### src/rtl/fwd_pkg.sv
// Field layout, widths and result type shared by the forwarding lookup engine.
// No logic; latency and backpressure are defined by the modules that import it.
package fwd_pkg;

    localparam int KEY_W   = 8;
    localparam int TAG_W   = 24;
    localparam int PORT_W  = 4;
    localparam int ACT_W   = 11;
    localparam int DESC_W  = 32;
    localparam int ENTRY_W = 16;
    localparam int STAT_W  = 16;

    localparam int DESC_KEY_LSB = 0;
    localparam int DESC_TAG_LSB = 8;

    localparam int ENT_VLD_BIT  = 15;
    localparam int ENT_ACT_LSB  = 4;
    localparam int ENT_PORT_LSB = 0;

    typedef struct packed {
        logic [TAG_W-1:0]  tag;
        logic [PORT_W-1:0] port;
        logic [ACT_W-1:0]  action;
        logic              miss;
    } result_t;

    function automatic logic [KEY_W-1:0] desc_key(input logic [DESC_W-1:0] desc);
        return desc[DESC_KEY_LSB +: KEY_W];
    endfunction

    function automatic logic [TAG_W-1:0] desc_tag(input logic [DESC_W-1:0] desc);
        return desc[DESC_TAG_LSB +: TAG_W];
    endfunction

    // An entry without its valid bit is a miss: default port, no action bits.
    function automatic result_t build_result(
        input logic [TAG_W-1:0]   tag,
        input logic [ENTRY_W-1:0] entry,
        input logic [PORT_W-1:0]  dflt_port
    );
        result_t r;
        r.tag = tag;
        if (entry[ENT_VLD_BIT]) begin
            r.port   = entry[ENT_PORT_LSB +: PORT_W];
            r.action = entry[ENT_ACT_LSB +: ACT_W];
            r.miss   = 1'b0;
        end else begin
            r.port   = dflt_port;
            r.action = '0;
            r.miss   = 1'b1;
        end
        return r;
    endfunction

endpackage

### src/rtl/fwd_result_fifo.sv
// Synchronous result FIFO with occupancy count; a push is visible at the head one cycle later.
// Backpressure: a push into a full FIFO is dropped unless a pop happens in the same cycle.
module fwd_result_fifo
    import fwd_pkg::*;
#(
    parameter int DEPTH = 4
) (
    input  logic                   clk,
    input  logic                   rst,
    input  logic                   clr,
    input  logic                   push_vld,
    input  result_t                push_dat,
    input  logic                   pop_rdy,
    output logic                   head_vld,
    output result_t                head_dat,
    output logic [$clog2(DEPTH):0] count
);

    localparam int PTR_W = $clog2(DEPTH);
    localparam logic [PTR_W:0] FULL_CNT = (PTR_W+1)'(DEPTH);

    result_t          mem_q [DEPTH];
    result_t          mem_d [DEPTH];
    logic [PTR_W-1:0] wr_ptr_q, wr_ptr_d;
    logic [PTR_W-1:0] rd_ptr_q, rd_ptr_d;
    logic [PTR_W:0]   count_q, count_d;
    logic             do_push, do_pop;

    always_comb begin
        mem_d    = mem_q;
        wr_ptr_d = wr_ptr_q;
        rd_ptr_d = rd_ptr_q;
        count_d  = count_q;
        do_pop   = pop_rdy && (count_q != '0);
        do_push  = push_vld && ((count_q != FULL_CNT) || do_pop);

        if (do_push) begin
            mem_d[wr_ptr_q] = push_dat;
            wr_ptr_d        = wr_ptr_q + PTR_W'(1);
        end
        if (do_pop) begin
            rd_ptr_d = rd_ptr_q + PTR_W'(1);
        end
        case ({do_push, do_pop})
            2'b10:   count_d = count_q + (PTR_W+1)'(1);
            2'b01:   count_d = count_q - (PTR_W+1)'(1);
            default: count_d = count_q;
        endcase

        // Flush drops everything queued; storage contents are left as garbage.
        if (clr) begin
            wr_ptr_d = '0;
            rd_ptr_d = '0;
            count_d  = '0;
        end
    end

    always_ff @(posedge clk) begin
        if (rst) begin
            wr_ptr_q <= '0;
            rd_ptr_q <= '0;
            count_q  <= '0;
        end else begin
            wr_ptr_q <= wr_ptr_d;
            rd_ptr_q <= rd_ptr_d;
            count_q  <= count_d;
        end
    end

    always_ff @(posedge clk) begin
        mem_q <= mem_d;
    end

    always_comb begin
        head_vld = (count_q != '0);
        head_dat = mem_q[rd_ptr_q];
        count    = count_q;
    end

endmodule

### src/rtl/fwd_lookup_engine.sv
// Forwarding lookup: descriptor -> S1 table read -> result FIFO; 2 cycles input to head when idle.
// Backpressure: in_ready drops once queued results plus the S1 lookup would fill the FIFO.
module fwd_lookup_engine
    import fwd_pkg::*;
#(
    parameter int          FIFO_DEPTH   = 4,
    parameter logic [3:0]  DEFAULT_PORT = 4'h0
) (
    input  logic                 clk,
    input  logic                 rst,
    input  logic                 in_valid,
    output logic                 in_ready,
    input  logic [DESC_W-1:0]    in_desc,
    input  logic                 flush,
    output logic                 fwd_rden,
    output logic [KEY_W-1:0]     fwd_addr,
    input  logic [ENTRY_W-1:0]   fwd_rdata,
    output logic                 out_valid,
    input  logic                 out_ready,
    output logic [TAG_W-1:0]     out_tag,
    output logic [PORT_W-1:0]    out_port,
    output logic [ACT_W-1:0]     out_action,
    output logic                 out_miss,
    input  logic                 clr_cnt,
    output logic [STAT_W-1:0]    hit_cnt,
    output logic [STAT_W-1:0]    miss_cnt
);

    localparam int FCW = $clog2(FIFO_DEPTH) + 1;

    logic              s1_vld_q, s1_vld_d;
    logic [DESC_W-1:0] s1_desc_q, s1_desc_d;
    logic [STAT_W-1:0] hit_cnt_q, hit_cnt_d;
    logic [STAT_W-1:0] miss_cnt_q, miss_cnt_d;

    logic [FCW-1:0]    fifo_count;
    logic [FCW:0]      occupancy;
    logic              fifo_head_vld;
    result_t           fifo_head;
    result_t           lookup_res;
    logic              in_fire;
    logic              push_vld;
    logic              pop_rdy;

    // Credit counts the S1 lookup as already occupying a FIFO slot.
    always_comb begin
        occupancy = {1'b0, fifo_count} + {{FCW{1'b0}}, s1_vld_q};
        in_ready  = !rst && (occupancy < (FCW+1)'(FIFO_DEPTH));
        in_fire   = in_valid && in_ready;

        s1_vld_d  = in_fire && !flush;
        s1_desc_d = in_fire ? in_desc : s1_desc_q;

        fwd_rden  = s1_vld_q && !rst;
        fwd_addr  = fwd_rden ? desc_key(s1_desc_q) : '0;

        lookup_res = build_result(desc_tag(s1_desc_q), fwd_rdata, DEFAULT_PORT);
        push_vld   = s1_vld_q && !flush;

        out_valid  = fifo_head_vld && !rst;
        pop_rdy    = out_valid && out_ready;
        out_tag    = out_valid ? fifo_head.tag    : '0;
        out_port   = out_valid ? fifo_head.port   : '0;
        out_action = out_valid ? fifo_head.action : '0;
        out_miss   = out_valid ? fifo_head.miss   : 1'b0;
    end

    // Statistics count pushes, so a flushed lookup never reaches them.
    always_comb begin
        hit_cnt_d  = hit_cnt_q;
        miss_cnt_d = miss_cnt_q;
        if (clr_cnt) begin
            hit_cnt_d  = '0;
            miss_cnt_d = '0;
        end else if (push_vld) begin
            if (!lookup_res.miss && (hit_cnt_q != '1)) begin
                hit_cnt_d = hit_cnt_q + STAT_W'(1);
            end
            if (lookup_res.miss && (miss_cnt_q != '1)) begin
                miss_cnt_d = miss_cnt_q + STAT_W'(1);
            end
        end
        hit_cnt  = rst ? '0 : hit_cnt_q;
        miss_cnt = rst ? '0 : miss_cnt_q;
    end

    always_ff @(posedge clk) begin
        if (rst) begin
            s1_vld_q   <= 1'b0;
            s1_desc_q  <= '0;
            hit_cnt_q  <= '0;
            miss_cnt_q <= '0;
        end else begin
            s1_vld_q   <= s1_vld_d;
            s1_desc_q  <= s1_desc_d;
            hit_cnt_q  <= hit_cnt_d;
            miss_cnt_q <= miss_cnt_d;
        end
    end

    fwd_result_fifo #(
        .DEPTH (FIFO_DEPTH)
    ) u_result_fifo (
        .clk      (clk),
        .rst      (rst),
        .clr      (flush),
        .push_vld (push_vld),
        .push_dat (lookup_res),
        .pop_rdy  (pop_rdy),
        .head_vld (fifo_head_vld),
        .head_dat (fifo_head),
        .count    (fifo_count)
    );

endmodule
### config.mk
export PLATFORM = sky130hd
export DESIGN_NAME = fwd_lookup_engine
export DESIGN_NICKNAME = d
export VERILOG_FILES = /design/src/rtl/fwd_pkg.sv /design/src/rtl/fwd_result_fifo.sv /design/src/rtl/fwd_lookup_engine.sv
export SDC_FILE = /design/constraint.sdc
export NUM_CORES = 1
export LEC_CHECK = 0
export ABC_AREA = 1
export CAP_MARGIN = 20
export CELL_PAD_IN_SITES_DETAIL_PLACEMENT = 1
export CELL_PAD_IN_SITES_GLOBAL_PLACEMENT = 2
export CORE_ASPECT_RATIO = 1.25
export CORE_MARGIN = 4
export CORE_UTILIZATION = 30
export DETAILED_ROUTE_END_ITERATION = 8
export DONT_BUFFER_PORTS = 1
export HOLD_SLACK_MARGIN = 0.12
export MAX_ROUTING_LAYER = met4
export PLACE_DENSITY_LB_ADDON = 0.08
export RECOVER_POWER = 100
export SYNTH_ARGS = -nofsm -noshare
export SYNTH_HDL_FRONTEND = slang
export SYNTH_SLANG_ARGS = --single-unit
### constraint.sdc
create_clock -name clk -period 4.2 [get_ports clk]
set_clock_uncertainty 0.05 [all_clocks]
set_input_delay 0.84 -clock clk [delete_from_list [all_inputs] [get_ports clk]]
set_output_delay 0.84 -clock clk [all_outputs]
set_load 0.005 [all_outputs]
# Word-level counts from Yosys, hierarchy flattened
# Cells that the tools add are included.
# totals
register_bits,232
inputBits,54
output_inout_bits,83
elab_cells,78
# classes
n_addsub,7
n_lt_le_gt_ge,4
eq_ne,5
mux,15
bitwise_logic,2
reduce_logical,22
# op_table
op,count
bitwise mux 160 bit,1
2-to-1 mux 40 bit,3
binary-select mux 40 bit (select 2 bit),1
demux 40 bit (select 2 bit),1
2-to-1 mux 16 bit,3
adder 16 x 1 -> 16 bit (second input constant),2
!= test 16 bit (second input constant),2
2-to-1 mux 24 bit,1
logical AND 1 bit,12
2-to-1 mux 11 bit,1
2-to-1 mux 8 bit,1
greater-or-equal comparator 3 bit (second input constant),2
inverter 2 -> 3 bit,2
one-hot mux 3 bit (2 select lines),1
adder 2 x 1 -> 2 bit (second input constant),2
adder 3 x 1 -> 4 bit,1
less-than comparator 4 x 3 -> 1 bit (second input constant),1
2-to-1 mux 4 bit,1
AND reduction 2 bit,2
OR reduction 2 bit,2
adder 3 x 1 -> 3 bit (second input constant),1
zero test 1 bit,3
less-than comparator 3 x 1 -> 1 bit (second input constant),1
!= test 3 bit (second input constant),1
other kinds (7),7

# Longest topological paths before layout
# Gate-level depths: netlist of the first run.
# logic_depth
word_depth,8
depth_mapped,11
ltp_nobuf,11

# Cells and area by module
# From an unflattened synthesis of the first run, not the netlist that was laid out.
# hier_totals
cells_unflattened,1092
hier_area_um2,10268.6
# modules_own_cells
mod,n_inst,cells_per_inst,area_each_um2,seq_area_each_um2
fwd_result_fifo,1,455,6431.2,4944.7
fwd_lookup_engine,1,637,3837.4,1301.2

# Worst setup path after synthesis of the first run
# Ideal clock, no wire load.
# synth_path
path_kind,in2reg
startpoint,in rst
endpoint,reg u_result_fifo.mem_q[0] (netlist bit) (enable)
setup_time_ns,0.437
arrival_time_ns,3.080
required_time_ns,3.713
path_slack_ns,0.633
cell_stages,6
path_buffers,1
cell_sequence,inv_2 buf_2 nand3_2 nand3_1 nand2_1 nor2_1
# synth_between
elab_chain_cells,6
# synth_lines
element,line,rtl
"start, declared",fwd_lookup_engine.sv:10,"input logic rst,"
zero test 1 bit,fwd_lookup_engine.sv:60,out_valid = fifo_head_vld && !rst;
logical AND 1 bit,fwd_lookup_engine.sv:60,
logical AND 1 bit,fwd_lookup_engine.sv:61,pop_rdy = out_valid && out_ready;
logical AND 1 bit,fwd_result_fifo.sv:34,do_pop = pop_rdy && (count_q != '0);
logical OR 1 bit,fwd_result_fifo.sv:35,do_push = push_vld && ((count_q != FULL_CNT) || do_pop);
logical AND 1 bit,fwd_result_fifo.sv:35,
"end signal, assigned",fwd_result_fifo.sv:71,mem_q <= mem_d;
"end, declared",fwd_result_fifo.sv:22,result_t mem_q [DEPTH];
# No other way between the ends.
# A chain may end at the register's enable or synchronous reset.

# Final worst setup path of the first run
# layout_path
startpoint,in rst
endpoint,out out_action[10]
# layout_between
elab_chain_cells,3
# layout_lines
element,line,rtl
zero test 1 bit,fwd_lookup_engine.sv:60,
logical AND 1 bit,fwd_lookup_engine.sv:60,
2-to-1 mux 11 bit,fwd_lookup_engine.sv:64,out_action = out_valid ? fifo_head.action : '0;
"end, declared",fwd_lookup_engine.sv:22,"output logic [ACT_W-1:0] out_action,"
# No other way between the ends.

==> metrics.txt, run 1 <==
status=finished with violations; violated checks=capacitance limit, slew limit; f_max=284 MHz; clk root buf=clkbuf_16; DRT met1 WL=12300 um; Setup WS pre-CTS=1.26 ns; Worst VDD drop=0.246 mV; fill count=3887; Setup TNS=0 ns; synth unique cells=29; hpwl dp=18500 um; first-pass GRT wire length=44600 um; Final period util=83.7%; routed wire length on met2=14800 um; Hold Path Class=primary input to flop; Slew Viols, Final=1; top-count cell post-synth=nor2_1; PortBufs=0; Synth Register Bits=232; Synth top area share=47.4%; # setup viols final=0; clock tree buffer depth=3; number of buffers added for setup after CTS=0; min-delay src=flush; Area growth syn-to-layout=11.1%; relative slew slack=-0.219%; Wirelength per Cell=18.7 um; PwrDens=420 nW/um^2; worst r2r src=u_result_fifo.count[0]$_SDFFE_PP0P_; Required @ worst endpoint=3.31 ns; Slew @ Worst Pin=1.50 ns; mapped cell area=10100 um^2; ys async rst share=0%; largest net degree at the start of global routing=82; area taken by multi-input logic gates=3250 um^2; Die Ht=213 um; final hold vios=0; Post-Syn Instances=1106; Clock transition at path regs=0.06 ns; initial DRC count=278; die width=172 um; sequential element share of the synthesized area=61.6%; Post-synth EDFFs=160; FF/Latch Area=6250 um^2; Worst Path Arrival=2.63 ns; num rows=75; worst reg2reg path endpoint=u_result_fifo.mem_q[117]$_DFFE_PP_; CTS tree=yes; Synth Warn #=0; full die area=36800 um^2; slowest CP cell=nand2_1; Clock H-tree levels=1; total number of vias=7325; Pre-Repair DR Iteration Count=4; maximum capacitance violations=1; leakage power=3.92 nW; I/O Pins=137; startpoint types=primary input; RSZ-0062 raised after global routing=no; fin crit period=3.52 ns; worst setup path class=primary input to primary output; number of global-route vias before repair=7628; # diodes=0; final WL=28600 um; Vias/cell=4.77; post-CTS sizing=0; syn nets=1167; CP Capture Type=primary output; post-synth top area cell=edfxtp_1; FF-to-FF setup slack=0.87 ns; R2R depth=7; share of cells above drive strength 1=6.03%; number of routed nets with antenna violations=0; Synth Area per Inst=9.16 um^2; CTS Buf Count=25; fin worst setup slack=0.683 ns; DR WL met3=1210 um; worst-path fanout max=60; overall global routing resource usage=16.0%; Final Net Count=1154; Hold-fix buffers, CTS=0; gp weighted congestion=0.699; drc violations=0; global route overflow=0; Core Box Area=33500 um^2; Worst-Skew Late Latency=0.53 ns; most instantiated cells after synthesis=262 x nor2_1, 163 x nand2_1, 160 x edfxtp_1; Critical Path Max Stage Delay=0.69 ns; Worst Hold Path Cells=1; initial antenna violation count=1; ordered cell list for the critical path=inv_1 > nand2_1 > clkbuf_2 > a21oi_1; DR top layer=met4; Starting Density=30.3%; post-route core utilization=33.6%; prevailing post-synth register cell=edfxtp_1; number of clock sinks seen by CTS=232; hold endpoint=s1_vld_q$_SDFF_PP0_; Synth area leaders=edfxtp_1 47%, dfxtp_1 14%, nor2_1 9.7%
==> flip-flops by register name, summed over array words and instances (netlist names) <==
name	count
hit_cnt_q	16
miss_cnt_q	16
s1_desc_q	32
s1_vld_q	1
u_result_fifo.count	3
u_result_fifo.mem_q	160
u_result_fifo.rd_ptr_q	2
u_result_fifo.wr_ptr_q	2
==> worst max-delay path by stage <==
stage	slack (ns)	to	startpoint
detailed placement	1.26	out_action[10]	rst
global route	0.45	out_action[10]	u_result_fifo.count[0]$_SDFFE_PP0P_
floorplan	0.63	u_result_fifo.mem_q[0]$_DFFE_PP_	rst
global placement	1.31	out_action[7]	rst
CTS	0.88	out_miss	u_result_fifo.rd_ptr_q[0]$_SDFFE_PP0P_
finish	0.68	out_action[10]	rst
==> routing by layer <==
layer,global-route usage (%),vias to the layer above
met5,-,-
met3,2.60,32
met2,28.4,119
met1,19.3,3529
met4,3.17,0
li1,-,3645
==> report_power, final <==
| group | internal [W] | total [W] | leakage, nW | switching (W) |
|---|---|---|---|---|
| registers | 0.00246 | 0.00248 | 2.06 | 0.0000171 |
| clock network | 0.00124 | 0.00215 | 0.391 | 0.000907 |
| logic | 0.0000267 | 0.000103 | 1.47 | 0.0000765 |
| total | 0.00373 | 0.00473 | 3.92 | 0.00100 |
==> placed cells by master, fill, tap and decap left out, types with 4 or more instances in the layout <==
cell type / Yosys / final
clkbuf_1: 35 / 6
dfxtp_1: 72 / 71
inv_1: 84 / 85
xor2_1: 6 / 6
clkinv_2: 0 / 7
a21oi_1: 95 / 96
buf_4: 1 / 8
nand4_1: 11 / 13
nand3_1: 63 / 64
clkbuf_16: 0 / 25
nor2_2: 4 / 4
edfxtp_1: 160 / 160
o21ai_0: 100 / 100
nand2_1: 163 / 167
clkbuf_2: 0 / 5
ha_1: 6 / 6
nor2_1: 262 / 264
==> area by class of cell <==
cell class / instances / area share, %
multi-input combinational: 730 / 28.9
sequential: 232 / 55.5
tap: 423 / 4.70
timing repair buffer: 16 / 0.856
clock buffer: 29 / 5.78
inverter: 88 / 2.93
clock inverter: 17 / 1.34
==> stage by stage <==
stage               hold WS, ns  std cells  instance area [um^2]  power (W)
floorplan                 0.379       1106                 10100    0.00261
global placement          0.393       1489                 10600    0.00264
detailed placement        0.399       1489                 10600    0.00264
CTS                       0.295       1535                 11400    0.00483
global route              0.310       1535                 11300    0.00494
finish                    0.327       1535                 11300    0.00473
==> cells by family after synthesis <==
group | after synthesis | share of synthesized area, %
and+or+nand+nor | 518 | 21.3
DFF | 232 | 61.6
buffers and inverters | 144 | 5.69
xor gates and xnor gates | 6 | 0.519
adders and majority gates | 7 | 0.938
AOI/OAI and AO/OA | 199 | 9.95
==> worst max-delay path: cells and delay by family <==
kind            cells  cell delay, ns
buf+inv             2            0.78
simple gates        1            0.69
compound gates      1            0.30
Note: power is estimated with default switching activity, not from simulation.
==> inputs of run 2 (changes only) <==
==> constraint.sdc (replaced) <==
create_clock -name clk -period 3.2 [get_ports clk]
set_clock_uncertainty 0.05 [all_clocks]
set_input_delay 0.64 -clock clk [delete_from_list [all_inputs] [get_ports clk]]
set_output_delay 0.64 -clock clk [all_outputs]
set_load 0.005 [all_outputs]
==> metrics.txt, run 2 (same netlist as run 1, synthesis figures left out) <==
initial DRC count=401 (+44%); # diodes=0 (unchanged); Required @ worst endpoint=2.51 ns (-0.80 ns); Placed Instance Area=10700 um^2 (+0.66%); FF/Latch Area=6250 um^2 (about the same); Hold Path Class=primary input to flop; Clock H-tree levels=1 (unchanged); min-delay src=in_desc[19]; fin crit period=2.86 ns; worst setup path class=flop to primary output; Slew @ Worst Pin=1.31 ns (-0.184 ns); CP Capture Type=primary output; maximum capacitance violations=0 (-1); Slew Viols, Final=0 (-1); number of routed nets with antenna violations=0 (unchanged); clock tree buffer depth=3 (unchanged); relative slew slack=12.4% (+13 points); I/O Pins=137 (unchanged); initial antenna violation count=1 (unchanged); # setup viols final=0 (unchanged); max reg flops=160 (unchanged); Die Ht=213 um (unchanged); hold endpoint=s1_desc_q[19]$_SDFFE_PP0P_; CTS Buf Count=26 (+4.0%); Design Power=0.00647 W (+37%); Worst Path Arrival=2.17 ns (-0.46 ns); worst-path fanout max=17 (-72%); Starting Density=30.3% (unchanged); Worst VDD drop=0.340 mV (+38%); Setup WS pre-CTS=0.665 ns (-0.595 ns); Worst Hold Path Cells=2 (+1); fin worst setup slack=0.336 ns (-0.347 ns); Top reg by flops=u_result_fifo.mem_q; final WL=29400 um (+2.5%); startpoint types=flop; RSZ-0062 raised after global routing=no; total number of vias=7450 (+1.7%); first-pass GRT wire length=45500 um (+2.1%); most frequent cells in the layout=261 x nor2_1, 166 x nand2_1, 160 x edfxtp_1, 100 x o21ai_0, 96 x a21oi_1; fin area=11500 um^2 (+1.9%); CTS tree=yes; gp weighted congestion=0.720 (+3.0%); FF-to-FF setup slack=0.44 ns (-0.43 ns); num rows=75 (unchanged); biggest regs=u_result_fifo.mem_q (160), s1_desc_q (32); Vias/cell=4.82 (+0.98%); area taken by multi-input logic gates=3280 um^2 (+0.92%); worst reg2reg path endpoint=u_result_fifo.mem_q[133]$_DFFE_PP_; PortBufs=0 (unchanged); largest net degree at the start of global routing=56 (-32%); post-route core utilization=34.3% (+0.65 points); Area growth syn-to-layout=13.2%; Core Box Area=33500 um^2 (unchanged); worst r2r src=u_result_fifo.count[0]$_SDFFE_PP0P_; clk root buf=clkbuf_16; fill count=3880 (-0.18%); commonest non-fill, non-tap cell in the layout=nor2_1; Final Net Count=1165 (+0.95%); leakage power=4.02 nW (+2.4%); R2R depth=7 (unchanged); Worst-Skew Late Latency=0.53 ns (about the same); PwrDens=563 nW/um^2 (+34%); number of global-route vias before repair=7837 (+2.7%); hpwl dp=19200 um (+3.8%); number of clock sinks seen by CTS=232 (unchanged); Pre-Repair DR Iteration Count=6 (+2); global route overflow=0 (unchanged); Final period util=89.5%; Wirelength per Cell=19.0 um (+1.8%); share of cells above drive strength 1=6.86% (+0.83 points); f_max=349 MHz; status=complete, no violations; full die area=36800 um^2 (unchanged); die width=172 um (unchanged); final hold vios=0 (unchanged); overall global routing resource usage=16.4% (+0.37 points); Clock transition at path regs=0.06 ns (about the same); drc violations=0 (unchanged)
==> run 2: how the worst max path moves through the flow <==
stage	from	endpoint	slack (ns)	depth (start not counted)
3_3_place_gp	rst	u_result_fifo.mem_q[133]$_DFFE_PP_	0.69	6
2_1_floorplan	rst	u_result_fifo.mem_q[0]$_DFFE_PP_	-0.17	6
4_1_cts	u_result_fifo.rd_ptr_q[1]$_SDFFE_PP0P_	out_miss	0.34	6
3_5_place_dp	rst	u_result_fifo.mem_q[133]$_DFFE_PP_	0.66	6
6_report	u_result_fifo.count[0]$_SDFFE_PP0P_	out_tag[6]	0.34	5
5_1_grt	u_result_fifo.count[0]$_SDFFE_PP0P_	out_tag[6]	0.1	5
==> run 2: critical path: stages, from the launching register on <==
cell	delay, ns
dfxtp_1	0.33
nor2_1	0.20
nand2_1	0.10
nand2_1	0.50
buf_4	0.38
a21oi_1	0.13
==> run 2: layout make-up <==
cell class,count,area share [%]
well taps,423,4.61
inverters,88,2.88
multi-input cells,730,28.6
clock inverters,15,1.54
flip-flops and latches,232,54.5
repair buffers,26,1.86
clock buffers,32,6.05
==> run 2: per-stage QoR <==
step	hold WS, ns	setup TNS, ns	cells
global placement	0.389	0	1495
CTS	0.191	0	1545
finish	0.223	0	1546
global route	0.210	0	1546
floorplan	0.379	-26.77	1106
detailed placement	0.397	0	1495
==> run 2: power breakdown <==
part           switching, W  total (W)  internal, W  leakage [nW]
clock network       0.00120    0.00306      0.00186         0.425
logic              0.000112   0.000153    0.0000416          1.53
registers         0.0000233    0.00326      0.00323          2.06
==> run 2: repair_timing <==
action                    4_1_cts  5_1_grt
hold buffers                    3        0
hold endpoints to repair       21        0
resized for setup               0        0
buffers inserted                0        0
==> run 2: metal layers <==
layer  GRT usage [%]  vias up  share of wire, %
met4            3.23        0               1.2
met2            29.2      129                52
met3            2.62       27               4.6
met5               -        -                 0
li1                -     3674                 -
met1            19.6     3620                43
==> inputs of run 3 (changes only) <==
--- a/config.mk
+++ b/config.mk
@@ -14,6 +14,7 @@
 export CORE_UTILIZATION = 30
 export DETAILED_ROUTE_END_ITERATION = 8
 export DONT_BUFFER_PORTS = 1
+export GPL_ROUTABILITY_DRIVEN = 0
 export HOLD_SLACK_MARGIN = 0.12
 export MAX_ROUTING_LAYER = met4
 export PLACE_DENSITY_LB_ADDON = 0.08
==> constraint.sdc (replaced) <==
create_clock -name clk -period 2.9 [get_ports clk]
set_clock_uncertainty 0.05 [all_clocks]
set_input_delay 0.58 -clock clk [delete_from_list [all_inputs] [get_ports clk]]
set_output_delay 0.58 -clock clk [all_outputs]
set_load 0.005 [all_outputs]
==> metrics.txt, run 3 (same netlist as run 1, synthesis figures left out) <==
Final Net Count=1166 (+0.086%); RSZ-0062 raised after global routing=no; Setup TNS=0 ns (unchanged); biggest regs=u_result_fifo.mem_q (160), s1_desc_q (32); PortBufs=0 (unchanged); internal cell power=0.00584 W (+14%); Comb power frac=2.3% (about the same); total number of vias=7473 (+0.31%); commonest non-fill, non-tap cell in the layout=nor2_1; Final period util=92.3%; Net Sw Frac=20.5% (-0.11 points); non-filler cells, final=1549 (+0.19%); overall global routing resource usage=16.7% (+0.33 points); Slew @ Worst Pin=0.700 ns (-0.614 ns); Worst-Skew Late Latency=0.54 ns (about the same); Top reg by flops=u_result_fifo.mem_q; Seq pwr share=48.9% (-1.5 points); final WL=30300 um (+3.2%); Die Ht=213 um (unchanged); leakage power=4.09 nW (+1.9%); Worst Path Arrival=2.05 ns (-0.12 ns); Slew Viols, Final=0 (unchanged); fin crit period=2.68 ns; worst setup path class=flop to primary output; Final Hold Slack=0.158 ns (-0.0644 ns); global route overflow=0 (unchanged); Clock H-tree levels=1 (unchanged); most frequent cells in the layout=260 x nor2_1, 164 x nand2_1, 160 x edfxtp_1, 100 x o21ai_0, 96 x a21oi_1; status=complete, no violations; startpoint types=flop; Placed Instance Area=10700 um^2 (+0.21%); relative slew slack=53.4% (+41 points); clock tree buffer depth=3 (unchanged); PwrDens=635 nW/um^2 (+13%); hpwl dp=20200 um (+5.4%); num rows=75 (unchanged); initial DRC count=282 (-30%); area taken by multi-input logic gates=3320 um^2 (+1.0%); Clock transition at path regs=0.06 ns (about the same); min-delay src=in_desc[25]; Core Box Area=33500 um^2 (unchanged); FF/Latch Area=6250 um^2 (unchanged); share of cells above drive strength 1=8.36% (+1.5 points); clk root buf=clkbuf_16; # setup viols final=0 (unchanged); CTS tree=yes; final hold vios=0 (unchanged); initial antenna violation count=1 (unchanged); Sw Pwr=0.00151 W (+13%); CP Capture Type=primary output; worst r2r src=hit_cnt_q[0]$_SDFFE_PP0P_; number of global-route vias before repair=7838 (+0.013%); number of routed nets with antenna violations=0 (unchanged); die width=172 um (unchanged); Critical Path Start=u_result_fifo.rd_ptr_q[0]$_SDFFE_PP0P_; f_max=374 MHz; CTS Buf Count=26 (unchanged); largest net degree at the start of global routing=49 (-13%); full die area=36800 um^2 (unchanged); fill count=3814 (-1.7%); max reg flops=160 (unchanged); Clk pwr share=48.8% (+1.5 points); FF-to-FF setup slack=0.34 ns (-0.10 ns); post-CTS sizing=0 (unchanged); Worst VDD drop=0.371 mV (+9.3%); Hold Path Class=primary input to flop; Wirelength per Cell=19.6 um (+3.0%); Starting Density=30.3% (unchanged); I/O Pins=137 (unchanged); Cells after DPL=1498 (+0.20%); Required @ worst endpoint=2.27 ns (-0.24 ns); Pre-Repair DR Iteration Count=4 (-2); fin area=11600 um^2 (+0.89%); number of clock sinks seen by CTS=232 (unchanged); drc violations=0 (unchanged); Vias/cell=4.82 (+0.11%); worst-path fanout max=48 (+31); Area growth syn-to-layout=14.2%; first-pass GRT wire length=46100 um (+1.4%); maximum capacitance violations=0 (unchanged)
[run 3: cell count changes in the layout (fill, tap and decap cells not counted), moves of 2 or more]
| cell | previous run | this run |
|---|---|---|
| clkbuf_8 | 0 | 7 |
| nand4_1 | 13 | 11 |
| clkbuf_4 | 0 | 5 |
| nand2_1 | 166 | 164 |
| nand2_2 | 0 | 2 |
| clkbuf_1 | 8 | 4 |
| clkinv_1 | 5 | 1 |
| dlygate4sd3_1 | 3 | 1 |
| clkinv_4 | 1 | 3 |
[run 3: worst max-delay path, stage by stage, from the launching register on]
cell,delay (ns)
dfxtp_2,0.34
clkbuf_4,0.54
nor2_1,0.12
nor2_1,0.10
o21ai_0,0.10
a21oi_1,0.29
[run 3: layout make-up]
cell class,count,share of cell area (%)
sequential,232,54.0
multi-input combinational,730,28.6
clock buffer,35,6.70
tap,423,4.57
inverter,88,2.85
timing repair buffer,27,1.72
clock inverter,13,1.52
antenna,1,0.0216
[run 3: worst paths after layout]
kind                                endpoint  cells after the start
hold reg to reg    s1_desc_q[4]$_SDFFE_PP0P_                      2
setup reg to reg   hit_cnt_q[2]$_SDFFE_PP0P_                      9
hold / removal    s1_desc_q[25]$_SDFFE_PP0P_                      2
setup / recovery               out_action[1]                      5
[run 3: power by group through the flow]
stage	Sequential [W]	Combinational (W)	Clock, W
after floorplan	0.00365	0.000125	0
after global placement	0.00366	0.000169	0
after detailed placement	0.00367	0.000170	0
after CTS	0.00359	0.000182	0.00372
after global routing	0.00360	0.000197	0.00385
final	0.00359	0.000171	0.00359
[run 3: per-stage QoR]
step,power (W),util (%),worst slack [ns]
3_3_place_gp,0.00383,31.9,0.609
5_1_grt,0.00765,34.6,0.0262
3_5_place_dp,0.00384,31.9,0.593
4_1_cts,0.00749,34.8,0.164
6_report,0.00735,34.6,0.223
2_1_floorplan,0.00378,-,-0.407
[run 3: routing by layer]
metal,vias up,track usage (%),part of all wire (%)
met3,26,2.47,3.7
met4,0,3.15,1.3
met1,3637,19.8,42
met5,-,-,0
met2,140,30.2,53
li1,3670,-,-
[run 3: timing repair]
action,CTS,global route
buffers inserted,0,0
hold buffers,2,0
hold endpoints to repair,25,0
